File: config.mk
export PLATFORM = sky130hd
export DESIGN_NAME = rv_fetch_unit
export DESIGN_NICKNAME = d
export VERILOG_FILES = /design/src/rtl/rv_fetch_unit.sv
export SDC_FILE = /design/constraint.sdc
export NUM_CORES = 1
export LEC_CHECK = 0
export CAP_MARGIN = 30
export CELL_PAD_IN_SITES_DETAIL_PLACEMENT = 1
export CELL_PAD_IN_SITES_GLOBAL_PLACEMENT = 1
export CORE_ASPECT_RATIO = 1.2
export CORE_MARGIN = 1.5
export CORE_UTILIZATION = 35
export DETAILED_ROUTE_END_ITERATION = 16
export PLACE_DENSITY_LB_ADDON = 0.12
export SYNTH_ARGS = -nofsm -noshare
export SYNTH_HDL_FRONTEND = slang
export SYNTH_SLANG_ARGS = --single-unit
File: constraint.sdc
create_clock -name clk -period 4.1 [get_ports clk]
set_input_delay 0.82 -clock clk [delete_from_list [all_inputs] [get_ports clk]]
set_output_delay 0.82 -clock clk [all_outputs]
set_load 0.01 [all_outputs]
File: src/rtl/rv_fetch_unit.sv
// Instruction fetch stage: owns the fetch PC, issues one synchronous imem read
// per cycle and buffers returned words with their PCs in a small prefetch queue.
module rv_fetch_unit #(
    parameter int ADDR_W = 10,
    parameter int DEPTH  = 4
) (
    input  logic              clk,
    input  logic              rst,
    output logic              imem_req_o,
    output logic [ADDR_W-1:0] imem_addr_o,
    input  logic [31:0]       imem_instr_i,
    input  logic              redirect_i,
    input  logic [ADDR_W-1:0] redirect_pc_i,
    output logic              instr_valid_o,
    output logic [31:0]       instr_o,
    output logic [ADDR_W-1:0] instr_pc_o,
    input  logic              instr_ready_i
);

    localparam int PTR_W = $clog2(DEPTH);
    localparam int CNT_W = PTR_W + 1;

    typedef enum logic {
        RUN,
        REDIR
    } state_t;

    state_t state, state_nxt;

    logic [ADDR_W-1:0] fetch_pc;
    logic [ADDR_W-1:0] inflight_pc;
    logic              inflight;
    logic              squash;

    logic [31:0]       instr_mem [DEPTH];
    logic [ADDR_W-1:0] pc_mem    [DEPTH];
    logic [PTR_W-1:0]  head;
    logic [PTR_W-1:0]  tail;
    logic [CNT_W-1:0]  count;

    logic              pop;
    logic              push;
    logic              issue;
    logic [CNT_W:0]    occupancy;

    always_ff @(posedge clk) begin
        if (rst) begin
            state <= RUN;
        end else begin
            state <= state_nxt;
        end
    end

    always_comb begin
        state_nxt = state;
        case (state)
            RUN:     state_nxt = redirect_i ? REDIR : RUN;
            REDIR:   state_nxt = redirect_i ? REDIR : RUN;
            default: state_nxt = RUN;
        endcase
    end

    // Occupancy counts the in-flight word as already queued so the queue
    // can never be oversubscribed; a pop this cycle frees a slot immediately.
    always_comb begin
        occupancy = {1'b0, count} + (CNT_W+1)'(inflight) - (CNT_W+1)'(pop);
        issue     = !rst && !redirect_i && (occupancy < (CNT_W+1)'(DEPTH));
        push      = inflight && !((state == REDIR) && squash);
    end

    assign instr_valid_o = !rst && (count != '0);
    assign pop           = instr_valid_o && instr_ready_i;
    assign imem_req_o    = issue;
    assign imem_addr_o   = fetch_pc;
    assign instr_o       = rst ? '0 : instr_mem[head];
    assign instr_pc_o    = rst ? '0 : pc_mem[head];

    // Redirect outranks push, pop and issue: the queue is flushed and any
    // response landing in the following cycle is dropped via squash.
    always_ff @(posedge clk) begin
        if (rst) begin
            fetch_pc    <= '0;
            inflight_pc <= '0;
            inflight    <= 1'b0;
            squash      <= 1'b0;
            head        <= '0;
            tail        <= '0;
            count       <= '0;
            for (int i = 0; i < DEPTH; i++) begin
                instr_mem[i] <= '0;
                pc_mem[i]    <= '0;
            end
        end else if (redirect_i) begin
            fetch_pc <= redirect_pc_i;
            squash   <= inflight;
            inflight <= 1'b0;
            head     <= '0;
            tail     <= '0;
            count    <= '0;
        end else begin
            squash <= 1'b0;
            if (push) begin
                instr_mem[tail] <= imem_instr_i;
                pc_mem[tail]    <= inflight_pc;
                tail            <= tail + 1'b1;
            end
            if (pop) begin
                head <= head + 1'b1;
            end
            count    <= count + CNT_W'(push) - CNT_W'(pop);
            inflight <= issue;
            if (issue) begin
                inflight_pc <= fetch_pc;
                fetch_pc    <= fetch_pc + 1'b1;
            end
        end
    end

endmodule

# [After elaboration in Yosys (flattened, before gate mapping)]
# Memories as Yosys holds them, arrays and structs flattened. A register that Yosys moved wholly into a read port is not among the register bits.
# Index checks and enable logic that the tools add are counted.
# W data, S select, Z words.
[classes] n_bitwise=1 n_reduce_logical=16 magnitude_cmp=1 mux=21 n_addsub=7
[ops] op="$mux W32" count=2
[ops] op="$mux W10" count=4
[ops] op="$reduce_or A32 Y1" count=1
[ops] op="$mux W2" count=6
[ops] op="$add A10 B1 Y10 const B" count=1
[ops] op="$reduce_or A10 Y1" count=1
[ops] op="$mux W1" count=9
[ops] op="$logic_and A1 B1 Y1" count=6
[ops] op="$add A2 B1 Y2 const B" count=2
[ops] op="$add A3 B1 Y4" count=1
[ops] op="$lt A4 B3 Y1 const B" count=1
[ops] op="$reduce_or A2 Y1" count=2
[ops] op="$sub A4 B1 Y4" count=1
[ops] op="$add A3 B1 Y3" count=1
[ops] op="$logic_not A1 Y1" count=3
[ops] op="$reduce_bool A3 Y1" count=1
[ops] op="$sub A3 B1 Y3" count=1
[ops] op="$reduce_and A2 Y1" count=1
[ops] op="$reduce_bool A2 Y1" count=1
[ops] op="$not A1 Y1" count=1
[totals] word_cells=56 mem_count=2 ramBits=168 out_inout_bits=54 reg_bits=30
[mem_list] name="instr_mem" depth=4 width=32 rd=1 rd_ports_with_merged_regs=1 wr=4 line_no="35" source="logic [31:0] instr_mem [DEPTH];"
[mem_list] name="pc_mem" depth=4 width=10 rd=1 rd_ports_with_merged_regs=1 wr=4 line_no="36" source="logic [ADDR_W-1:0] pc_mem [DEPTH];"

# [Depth between registers and ports, before layout]
# Gate-level depths: netlist of the first run.
[logic_depth] depth_word=9 ltp_mapped=12 mapped_depth_nobuf=10

# [Least setup slack after synthesis of the first run]
# OpenSTA, ideal clock, no wires.
[synth_timing] path_type="input to output" from="input port rst" to="output port imem_req_o" t_arrival_ns=2.620 n_path_buf=0 path_stages=7 setup_slack_ns=0.660 path_cell_list="nor3b_1 ha_1 inv_1 ha_1 nand4bb_1 a21o_1 a211oi_2"
[synth_via] elab_chain_cells=6 elab_cells_between_ends=7 classes_between="add/sub: 1; order compare: 1; reduce/logical: 5"
[synth_rtl] item="start, declared" line_no="8" source="input logic rst,"
[synth_rtl] item="$logic_not A1 Y1 (*)" line_no="67, 71"
[synth_rtl] item="$logic_and A1 B1 Y1" line_no="71" source="assign instr_valid_o = !rst && (count != '0);"
[synth_rtl] item="$logic_and A1 B1 Y1" line_no="72" source="assign pop = instr_valid_o && instr_ready_i;"
[synth_rtl] item="$sub A4 B1 Y4" line_no="66" source="occupancy = {1'b0, count} + (CNT_W+1)'(inflight) - (CNT_W+1)'(pop);"
[synth_rtl] item="$lt A4 B3 Y1" line_no="67" source="issue = !rst && !redirect_i && (occupancy < (CNT_W+1)'(DEPTH));"
[synth_rtl] item="$logic_and A1 B1 Y1 (*)" line_no="67"
[synth_rtl] item="end, declared" line_no="9" source="output logic imem_req_o,"
# Every way passes the cells marked *; elsewhere a longest branch is shown, timed or not.

# [Worst setup path in the final report of the first run]
[layout_timing] from="input port instr_ready_i" to="output port imem_req_o"
[layout_via] elab_chain_cells=4
[layout_rtl] item="start, declared" line_no="17" source="input logic instr_ready_i"
[layout_rtl] item="$logic_and A1 B1 Y1" line_no="72"
[layout_rtl] item="net pop" line_no="41" source="logic pop;"
[layout_rtl] item="$sub A4 B1 Y4" line_no="66"
[layout_rtl] item="$lt A4 B3 Y1" line_no="67"
[layout_rtl] item="$logic_and A1 B1 Y1" line_no="67"
# The timed path passes the listed nets, and every way through them passes these cells.

==> results_dict.tcl, run 1 <==
set metrics [dict create \
    grt_antenna_before_repair 0 \
    ant_nets 0 \
    hold_start "inflight_pc[4]" \
    yosys.area.top_type "edfxtp_1" \
    synth_warnings 0 \
    ir_drop_uv 263 \
    startpoint "instr_ready_i" \
    place_congestion 0.763 \
    critPathKind "in2out" \
    hold_class "reg2reg" \
    cts_root_buffer "clkbuf_16" \
    final_cells 1074 \
    cts.path.max_buffers 2 \
    hold_viol 0 \
    fmax_mhz 272 \
    syn2layout_area_growth_pct 22.5 \
    wire_per_inst_um 20.6 \
    powerDensity_mw_per_mm2 392 \
    fin_nets 784 \
    hold_depth 2 \
    final_cell_mix "edfxtp_1, and2_1, clkdlybuf4s50_1" \
    grt_max_degree 68 \
    reg2reg_to "imem_addr_o[5]" \
    dieArea_mm2 0.0266 \
    synth_top_area_share_pct 56.2 \
    nFillCells 2562 \
    htree_levels 4 \
    end_kind "output port" \
    drive_gt1_share_pct 14.7 \
    rsz0062_at_grt "false" \
    clock_skew_ns 0.0142 \
    netlist_instances 637 \
    core_mm2 0.0254 \
    routed_wl_um 22200 \
    syn_area_per_cell_um2 14.1 \
    yosys_register_bits 200 \
    firstDrtPassIters 4 \
    drv_cap 0 \
    layout_commonest_cell "edfxtp_1" \
    r2r-start "count[2]" \
    ios 100 \
    synth_area_leaders "edfxtp_1, mux4_2, and2_1" \
    final-max-slew-violation-count 0 \
    viasPerCell 5.09 \
    critPathMaxStageDelay_ns 0.45 \
    rows 64 \
    numCtsBuffers 17 \
    reg2reg_slack_ns 1.16 \
    cp_slowest_cell "clkdlybuf4s50_1" \
    period_share_pct 89.7 \
    drc 0 \
    synth_cell_type_count 38 \
    clock_latency_ns 0.44 \
    cp_data_arrival_time_ns 2.86 \
    die-height_um 179 \
    rr_worst_depth 11 \
    grt_usage_pct 17.7 \
    syn_area_mm2 0.00898 \
    die-width_um 149 \
    grt_first_pass_wirelength_um 34200 \
    port_buffers 99 \
    overflow 0 \
    path_cells "clkdlybuf4s50_1 > nor3b_2 > ha_1 > inv_1 > ha_1 > nand4bb_1 > a21o_1 > a211oi_4 > dlymetal6s2s_1" \
    clkSlewWorstSetupHoldPaths_ns 0.08 \
    cpMostUsedCell "ha_1" \
    dr_total_vias 5471 \
    cp_max_fo 3 \
    fin_ws_ns 0.424 \
    grt_pass1_vias 6080 \
    tightest_slew_ns 0.881 \
    cts.sinks 200 \
    start_kind "input port" \
    min_period_ns 3.68 \
    syn-num-nets 691 \
    drt_iter0_drc 243 \
    seq_area_frac_synth_pct 63.3 \
    setup_viol 0 \
    hold_path_end "inflight_pc[4]" \
    leakagePower_uw 0.00401 \
    dp_hpwl_um 12700 \
    cp_data_required_time_ns 3.28 \
    pre_cts_ws_ns -0.108 \
    maxSlewHeadroom_pct 41.3 \
    outcome "finished, final reports clean" \
    start_util_pct 35.4 \
    cts_tree "built" \
    dp_cells 1041 \
]
## registers in the layout, summed over array words and instances (netlist names), named ones only
name,flops
instr_mem,128
pc_mem,40
imem_addr_o,10
inflight_pc,10
count,3
head,2
tail,2
inflight,1
squash,1
state,1
## layout make-up
cell class              count  area, um2  area share (%)
flip-flops and latches    200       5690            51.7
multi-input cells         383       3120            28.4
repair buffers            118       1180            10.7
clock buffers              18        429            3.90
well taps                 330        413            3.75
clock inverters            14        129            1.17
inverters                  10       37.5           0.341
diodes                      1       2.50          0.0227
## power by group
group          internal, uW  leakage (uW)  switching [uW]  total [uW]
Clock                   808      0.000276             819        1630
Sequential             2280       0.00200            38.9        2320
Combinational           172       0.00173             191         363
Total                  3260       0.00401            1050        4310
## critical path, delay by kind of cell
family | cells | cell delay [ns]
simple gates | 2 | 0.34
fa+ha+maj | 2 | 0.47
buf+inv | 3 | 0.69
compound gates | 2 | 0.52
## repair_timing
item,4_1_cts,5_1_grt
buffers inserted,0,0
setup endpoints to repair,1,1
hold buffers,0,0
pin swaps,0,0
gates resized for setup,2,1
## per-layer routing
layer	wire, um	track usage (%)
met1	9490	20.9
met2	11600	31.6
met3	825	4.19
met4	289	5.20
met5	0	0
## synth_stat cells, drive strengths merged
master,n
nand4,2
nor3,5
dfxtp,32
nand3,5
o31ai,1
xor2,3
edfxtp,168
nor3b,2
clkbuf,37
nor2b,42
a41o,1
a211oi,6
or2,5
buf,7
or3,4
a311oi,5
and2,131
nor2,16
fa,1
a2111oi,2
o211ai,1
and3b,1
a21o,2
and4,2
inv,10
xnor2,5
a21oi,11
nand4bb,1
or4,1
and3,43
o21ai,16
nand2,19
ha,7
nand4b,1
mux4,42
## worst max-delay path by stage
stage | to | depth (start not counted) | slack [ns]
3_3_place_gp | imem_req_o | 9 | -0.003
3_5_place_dp | imem_req_o | 9 | -0.11
5_1_grt | imem_req_o | 9 | 0.30
2_1_floorplan | imem_req_o | 7 | 0.66
6_report | imem_req_o | 9 | 0.42
4_1_cts | imem_req_o | 9 | 0.03
## per-stage QoR
step / hold WS (ns) / TNS [ns] / utilization (%) / power, uW / area (um2)
finish: 0.516 / 0 / 43.4 / 4310 / 11000
global route: 0.569 / 0 / 43.3 / 4460 / 11000
CTS: 0.523 / 0 / 43.3 / 4360 / 11000
detailed placement: 0.512 / -0.108 / 41.1 / 2740 / 10400
global placement: 0.494 / -0.00269 / 41.1 / 2730 / 10400
floorplan: 0.474 / 0 / - / 2530 / 8980
## cell families (layout without fill, tap and decap cells)
family | after synthesis | after routing | synth area share [%]
and+or+nand+nor | 280 | 280 | 18.6
DFF | 200 | 200 | 63.3
buffers and inverters | 54 | 160 | 2.34
AOI/OAI and AO/OA | 45 | 45 | 3.25
muxes | 42 | 42 | 10.5
adders and majority gates | 8 | 8 | 1.20
xor gates and xnor gates | 8 | 8 | 0.780
other | 0 | 1 | 0
Note: power is estimated with default switching activity, not from simulation.
==> run 2, diff against run 1 <==
--- a/config.mk
+++ b/config.mk
@@ -5,12 +5,12 @@
 export SDC_FILE = /design/constraint.sdc
 export NUM_CORES = 1
 export LEC_CHECK = 0
-export CAP_MARGIN = 30
 export CELL_PAD_IN_SITES_DETAIL_PLACEMENT = 1
 export CELL_PAD_IN_SITES_GLOBAL_PLACEMENT = 1
 export CORE_ASPECT_RATIO = 1.2
 export CORE_MARGIN = 1.5
 export CORE_UTILIZATION = 35
+export CTS_CLUSTER_SIZE = 12
 export DETAILED_ROUTE_END_ITERATION = 16
 export PLACE_DENSITY_LB_ADDON = 0.12
 export SYNTH_ARGS = -nofsm -noshare
==> results of run 2 <==
Same layout as run 1: the final DEF is identical, and so are final timing and power.
